--- src/rtl/simd_pkg.sv ---
// Shared widths and types for the 128-bit SIMD datapath
// (pipeline registers, forwarding mux, register file).
package simd_pkg;
  localparam int DATA_W = 128;
  localparam int ADDR_W = 5;

  typedef logic [DATA_W-1:0] data_t;
  typedef logic [ADDR_W-1:0] reg_addr_t;
endpackage

--- src/rtl/ex_wb_fwd_stage_if.sv ---
// Bundle between the EX/WB stage and its neighbours: EX inputs, decode
// source indices, forwarding selects/data, register-file write port, counter.
interface ex_wb_fwd_stage_if
  import simd_pkg::*;
#(
  parameter int CNT_W = 32
) ();
  logic             stall;
  logic             flush;
  logic             ex_valid;
  logic             ex_wen;
  reg_addr_t        ex_rd;
  data_t            ex_result;
  reg_addr_t        id_rs1_addr;
  reg_addr_t        id_rs2_addr;
  reg_addr_t        id_rs3_addr;
  logic             id_rs1_used;
  logic             id_rs2_used;
  logic             id_rs3_used;
  logic             s1;
  logic             s2;
  logic             s3;
  data_t            data;
  logic             wb_wen;
  reg_addr_t        wb_addr;
  data_t            wb_data;
  logic [CNT_W-1:0] fwd_count;

  modport master (
    output stall, flush, ex_valid, ex_wen, ex_rd, ex_result,
    output id_rs1_addr, id_rs2_addr, id_rs3_addr,
    output id_rs1_used, id_rs2_used, id_rs3_used,
    input  s1, s2, s3, data, wb_wen, wb_addr, wb_data, fwd_count
  );

  modport slave (
    input  stall, flush, ex_valid, ex_wen, ex_rd, ex_result,
    input  id_rs1_addr, id_rs2_addr, id_rs3_addr,
    input  id_rs1_used, id_rs2_used, id_rs3_used,
    output s1, s2, s3, data, wb_wen, wb_addr, wb_data, fwd_count
  );
endinterface

--- src/rtl/ex_wb_fwd_stage_fwd_cmp.sv ---
// Single-source forwarding comparator: selects the WB value when the
// pending write targets the register this source operand reads.
module fwd_cmp
  import simd_pkg::*;
(
  input  logic      i_wb_wen,
  input  reg_addr_t i_wb_addr,
  input  reg_addr_t i_rs_addr,
  input  logic      i_rs_used,
  output logic      o_sel
);
  assign o_sel = i_wb_wen & i_rs_used & (i_wb_addr == i_rs_addr);
endmodule

--- src/rtl/ex_wb_fwd_stage.sv ---
// EX/WB pipeline register with operand-forwarding selects and a
// saturating count of cycles in which any forward was taken.
module ex_wb_fwd_stage
  import simd_pkg::*;
#(
  parameter int ZERO_REG = 1,
  parameter int CNT_W    = 32
) (
  input  logic              clk,
  input  logic              rst,
  ex_wb_fwd_stage_if.slave  bus
);
  logic             r_wb_wen;
  reg_addr_t        r_wb_addr;
  data_t            r_wb_data;
  logic [CNT_W-1:0] r_fwd_count;

  logic             w_load_wen;
  logic             w_rd_is_zero;
  reg_addr_t        w_rs_addr [3];
  logic             w_rs_used [3];
  logic             w_sel     [3];
  logic             w_any_sel;

  // Register 0 is never written when hard-wired, so it can never be forwarded either.
  assign w_rd_is_zero = (ZERO_REG != 0) && (bus.ex_rd == '0);
  assign w_load_wen   = bus.ex_valid & bus.ex_wen & ~w_rd_is_zero;

  always_ff @(posedge clk) begin
    if (rst) begin
      r_wb_wen  <= 1'b0;
      r_wb_addr <= '0;
      r_wb_data <= '0;
    end else if (bus.flush) begin
      r_wb_wen  <= 1'b0;
    end else if (!bus.stall) begin
      r_wb_wen  <= w_load_wen;
      r_wb_addr <= bus.ex_rd;
      r_wb_data <= bus.ex_result;
    end
  end

  assign w_rs_addr[0] = bus.id_rs1_addr;
  assign w_rs_addr[1] = bus.id_rs2_addr;
  assign w_rs_addr[2] = bus.id_rs3_addr;
  assign w_rs_used[0] = bus.id_rs1_used;
  assign w_rs_used[1] = bus.id_rs2_used;
  assign w_rs_used[2] = bus.id_rs3_used;

  genvar gi;
  generate
    for (gi = 0; gi < 3; gi++) begin : g_cmp
      fwd_cmp u_cmp (
        .i_wb_wen  (r_wb_wen),
        .i_wb_addr (r_wb_addr),
        .i_rs_addr (w_rs_addr[gi]),
        .i_rs_used (w_rs_used[gi]),
        .o_sel     (w_sel[gi])
      );
    end
  endgenerate

  assign w_any_sel = w_sel[0] | w_sel[1] | w_sel[2];

  // Stall does not gate counting: a held WB value still feeds decode.
  always_ff @(posedge clk) begin
    if (rst) begin
      r_fwd_count <= '0;
    end else if (w_any_sel && (r_fwd_count != '1)) begin
      r_fwd_count <= r_fwd_count + 1'b1;
    end
  end

  assign bus.s1        = w_sel[0];
  assign bus.s2        = w_sel[1];
  assign bus.s3        = w_sel[2];
  assign bus.data      = r_wb_data;
  assign bus.wb_wen    = r_wb_wen;
  assign bus.wb_addr   = r_wb_addr;
  assign bus.wb_data   = r_wb_data;
  assign bus.fwd_count = r_fwd_count;
endmodule

--- src/flat_wrapper.sv ---
// flat-port wrapper written by rule: the top's interface ports become plain ports
module ex_wb_fwd_stage_flat import simd_pkg::*;
#(
  parameter int ZERO_REG = 1,
  parameter int CNT_W    = 32
)
  (clk, rst, bus_stall, bus_flush, bus_ex_valid, bus_ex_wen, bus_ex_rd, bus_ex_result, bus_id_rs1_addr, bus_id_rs2_addr, bus_id_rs3_addr, bus_id_rs1_used, bus_id_rs2_used, bus_id_rs3_used, bus_s1, bus_s2, bus_s3, bus_data, bus_wb_wen, bus_wb_addr, bus_wb_data, bus_fwd_count);
  ex_wb_fwd_stage_if #(.CNT_W(CNT_W)) bus_i ();
  input  logic clk;
  input  logic rst;
  input wire logic [$bits(bus_i.stall)-1:0] bus_stall;
  input wire logic [$bits(bus_i.flush)-1:0] bus_flush;
  input wire logic [$bits(bus_i.ex_valid)-1:0] bus_ex_valid;
  input wire logic [$bits(bus_i.ex_wen)-1:0] bus_ex_wen;
  input wire logic [$bits(bus_i.ex_rd)-1:0] bus_ex_rd;
  input wire logic [$bits(bus_i.ex_result)-1:0] bus_ex_result;
  input wire logic [$bits(bus_i.id_rs1_addr)-1:0] bus_id_rs1_addr;
  input wire logic [$bits(bus_i.id_rs2_addr)-1:0] bus_id_rs2_addr;
  input wire logic [$bits(bus_i.id_rs3_addr)-1:0] bus_id_rs3_addr;
  input wire logic [$bits(bus_i.id_rs1_used)-1:0] bus_id_rs1_used;
  input wire logic [$bits(bus_i.id_rs2_used)-1:0] bus_id_rs2_used;
  input wire logic [$bits(bus_i.id_rs3_used)-1:0] bus_id_rs3_used;
  output wire logic [$bits(bus_i.s1)-1:0] bus_s1;
  output wire logic [$bits(bus_i.s2)-1:0] bus_s2;
  output wire logic [$bits(bus_i.s3)-1:0] bus_s3;
  output wire logic [$bits(bus_i.data)-1:0] bus_data;
  output wire logic [$bits(bus_i.wb_wen)-1:0] bus_wb_wen;
  output wire logic [$bits(bus_i.wb_addr)-1:0] bus_wb_addr;
  output wire logic [$bits(bus_i.wb_data)-1:0] bus_wb_data;
  output wire logic [$bits(bus_i.fwd_count)-1:0] bus_fwd_count;
  assign bus_i.stall = bus_stall;
  assign bus_i.flush = bus_flush;
  assign bus_i.ex_valid = bus_ex_valid;
  assign bus_i.ex_wen = bus_ex_wen;
  assign bus_i.ex_rd = bus_ex_rd;
  assign bus_i.ex_result = bus_ex_result;
  assign bus_i.id_rs1_addr = bus_id_rs1_addr;
  assign bus_i.id_rs2_addr = bus_id_rs2_addr;
  assign bus_i.id_rs3_addr = bus_id_rs3_addr;
  assign bus_i.id_rs1_used = bus_id_rs1_used;
  assign bus_i.id_rs2_used = bus_id_rs2_used;
  assign bus_i.id_rs3_used = bus_id_rs3_used;
  assign bus_s1 = bus_i.s1;
  assign bus_s2 = bus_i.s2;
  assign bus_s3 = bus_i.s3;
  assign bus_data = bus_i.data;
  assign bus_wb_wen = bus_i.wb_wen;
  assign bus_wb_addr = bus_i.wb_addr;
  assign bus_wb_data = bus_i.wb_data;
  assign bus_fwd_count = bus_i.fwd_count;
  ex_wb_fwd_stage #(.ZERO_REG(ZERO_REG), .CNT_W(CNT_W)) u_core (.clk(clk), .rst(rst), .bus(bus_i));
endmodule
--- config.mk ---
export PLATFORM = sky130hd
export DESIGN_NAME = ex_wb_fwd_stage_flat
export DESIGN_NICKNAME = d
export VERILOG_FILES = /design/src/rtl/simd_pkg.sv /design/src/rtl/ex_wb_fwd_stage_if.sv /design/src/rtl/ex_wb_fwd_stage_fwd_cmp.sv /design/src/rtl/ex_wb_fwd_stage.sv /design/src/flat_wrapper.sv
export SDC_FILE = /design/constraint.sdc
export NUM_CORES = 1
export LEC_CHECK = 0
export CORE_AREA = 5 5 176 178
export CTS_BUF_LIST = sky130_fd_sc_hd__clkbuf_4
export DETAILED_ROUTE_END_ITERATION = 10
export DIE_AREA = 0 0 181 183
export GPL_TIMING_DRIVEN = 0
export PLACE_DENSITY = 0.68
export SLEW_MARGIN = 20
export SYNTH_ARGS = -nofsm -noshare
export SYNTH_HDL_FRONTEND = slang
export SYNTH_SLANG_ARGS = --single-unit
export TNS_END_PERCENT = 5
--- constraint.sdc ---
create_clock -name clk -period 4 [get_ports clk]
set_input_delay 0.6 -clock clk [delete_from_list [all_inputs] [get_ports clk]]
set_output_delay 0.6 -clock clk [all_outputs]
set_load 0.005 [all_outputs]
==> impl_metrics.toml <==
[outcome]
status = "complete, no violations"

[floorplan]
start_util_pct = 25.59
rows = 63
ios = 454
coreArea_um2 = 29240
die_w_um = 181
chipHeight_um = 183
die_area_um2 = 33120

[routing]
first_pass_iters = 4
routed_wirelength_um = 30490
drc_errors = 0
drt_iter0_markers = 280
wire_per_inst_um = 16.73
ant_nets = 0
vias = 8057
vias_per_cell = 4.422

[finish]
fill_cells = 2920
layout_commonest_cell = "clkdlybuf4s50_1"
drive_above_1_share_pct = 12.23
utilization_pct = 43.73
area_growth_pct = 70.86
nets = 1576
layout.cells.most_common_list = "clkdlybuf4s50_1, nand2_1, dfxtp_1"

[clock_network]
clk_latency_ps = 550
ctsResizeCount = 0
numCtsBuffers = 17
clkSinkCount = 166
cts_setup_buffers = 0
htree_levels = 4
clockBufferDepth = 2
cts_tree = "done"
path_clk_slew_ps = 130
cts_root_buf = "clkbuf_4"
ctsHoldBuffers = 0

[placement]
hpwl_um = 24460
port_buffers = 453
gp_congestion = 0.8319

[setup_path]
rrSetupSlack_ps = 1190
cp-start-kind = "input pin"
worstPathCellList = "clkdlybuf4s50_1 > xor2_1 > nor4_1 > nand4_1 > inv_1 > clkdlybuf4s50_1"
path_class = "input pin to output port"
cp_top_family = "buffers and inverters"
cp_slowest_cell = "clkdlybuf4s50_1"
worst-path-buf-inv = 3
critPathMaxFanout = 3
cp-end-kind = "output port"
cp_common_cell = "clkdlybuf4s50_1"
worst_ep_required_time_ps = 3400
arrival_ps = 2370
max_stage_delay_ps = 530

[yosys]
yosys.area_share.xor_xnor_pct = 1.755
synth-simple-area-share_pct = 22.63
synth_ff_type = "dfxtp_1"
ys_seq_area_share_pct = 44.40
muxShareOfSynthArea_pct = 1.204
synth_top_family_by_area = "simple AND/OR/NAND/NOR gates"
synthAdderAreaFrac_pct = 0.1672
synth_top_area_share_pct = 44.40
netlist_area_um2 = 7485
yosys.area.top_type = "dfxtp_1"
synth_compound_area_share_pct = 13.27
syn_area_per_cell_um2 = 7.912
synth.area.top_cells = "dfxtp_1, nand2_1, buf_4, a21oi_1, clkbuf_1"
ys.warnings.count = 0
synth-edff-count = 0
synth_nets = 1104
syn_inst = 946
async_flop_share_pct = 0
synthDistinctLibCells = 40
synth.ff_latch_count = 166

[timing]
fmax_mhz = 336.2
setup_viol = 0
skew_ps = 40.20
final-hold-violation-count = 0
slew_violations = 0
timing.final.crit_share_pct = 74.35
worst_slew_pin_slew_ps = 895.6
period_minus_slack_ps = 2974
finalSetupTns_ps = 0
relSlewSlack_pct = 40.29
rsz0062_at_grt = "no"

[grt]
grt_pass1_wl_um = 45570
grt_usage_pct = 17.35
grt_pass1_vias = 7843
grt_start_max_net_pins = 17
antenna_found_initial = 1
grt_overflow = 0

[power]
internal_power_mw = 2.499
p_total_mw = 3.472
power_switching_mw = 0.9735
leakage_nw = 4.776
clkPwrFrac_pct = 29.4
seq_power_share_pct = 51.2
ir_worst_vdd_uv = 169.4
power_density_nw_per_um2 = 271.5
combPwrFrac_pct = 19.4
swShare_pct = 28.04

[min_path]
worstHoldPathType = "flop to flop"

[flow_run]
maxCapViolations = 0
-- worst reg2reg max path: stages (launching register included) --
cell and delay, ps:
dfxtp_1 500, nand4_2 200, nor4_4 510, nand3_2 240
nor4_2 440, buf_2 320, buf_4 230, nor3b_1 70
o21ba_1 190
-- state kept, by name, indices dropped and copies added (netlist names) --
| name | count |
|---|---|
| u_core.bus.wb_addr | 5 |
| u_core.bus.data | 128 |
| u_core.bus.fwd_count | 32 |
| u_core.bus.wb_wen | 1 |
-- through the flow --
stage	hold WS (ps)	worst slack, ps	cell area [µm²]	cells
3_3_place_gp	456.8	868.5	12510	1789
6_report	479.7	1026	12790	1822
4_1_cts	481.4	1008	12790	1821
2_1_floorplan	465.8	1642	7485	946
3_5_place_dp	463.0	812.1	12510	1789
5_1_grt	492.5	861.7	12790	1822
-- routing by layer --
layer | vias to the layer above | GRT usage [%] | part of all wire (%)
met2 | 316 | 30.72 | 50
met1 | 3732 | 21.04 | 42
met3 | 28 | 4.582 | 6.5
li1 | 3981 | - | -
met4 | 0 | 4.473 | 1.6
met5 | - | 0 | 0
-- cell type report --
cell class              count  area, µm²  share of cell area (%)
repair buffers            453       4534                   35.46
flip-flops and latches    166       3323                   25.99
multi-input cells         587       2922                   22.85
plain buffers             190       1229                   9.608
well taps                 390      488.0                   3.816
clock buffers              19      142.6                   1.115
clock inverters            13      136.4                   1.066
inverters                   3      11.26                 0.08805
diodes                      1      2.502                 0.01957
-- logic make-up (layout without fill, tap and decap cells) --
kind of cell | after synthesis | in the layout
compound gates | 184 | 184
xor+xnor | 15 | 15
fa+ha+maj | 1 | 1
buf+inv | 193 | 678
flops | 166 | 166
mux | 8 | 8
other cells | 0 | 1
simple gates | 379 | 379
-- power groups by stage --
stage          clock (mW)  combinational (mW)  sequential, mW
2_1_floorplan           0               0.222            1.80
3_3_place_gp            0               0.674            1.81
3_5_place_dp            0               0.681            1.81
4_1_cts              1.07               0.684            1.78
5_1_grt              1.13               0.729            1.79
6_report             1.02               0.673            1.78
-- synth_stat cells, types with 2 or more instances --
library cell / count
a21oi_1: 155
a31oi_1: 2
and2_1: 4
and3_1: 12
buf_4: 131
buf_6: 3
clkbuf_1: 55
dfxtp_1: 166
inv_1: 3
mux2_1: 6
mux2_2: 2
nand2_1: 273
nand3_1: 12
nand4_1: 14
nor2_1: 14
nor2b_1: 8
nor3_1: 4
nor3b_1: 2
nor4_1: 7
o31ai_1: 19
or3_1: 3
or4_1: 20
xnor2_1: 3
xor2_1: 12
-- path summary, 6_finish.rpt --
path,from,end,cells past startpoint
setup / recovery,bus_id_rs2_addr[3],bus_s2,6
hold / removal,u_core.bus.data[73]$_SDFFE_PP0P_,u_core.bus.data[73]$_SDFFE_PP0P_,2
setup reg to reg,u_core.bus.fwd_count[8]$_SDFFE_PP0P_,u_core.bus.fwd_count[1]$_SDFFE_PP0P_,8
hold reg to reg,u_core.bus.data[73]$_SDFFE_PP0P_,u_core.bus.data[73]$_SDFFE_PP0P_,2
Power figures use the tool's default switching activity.
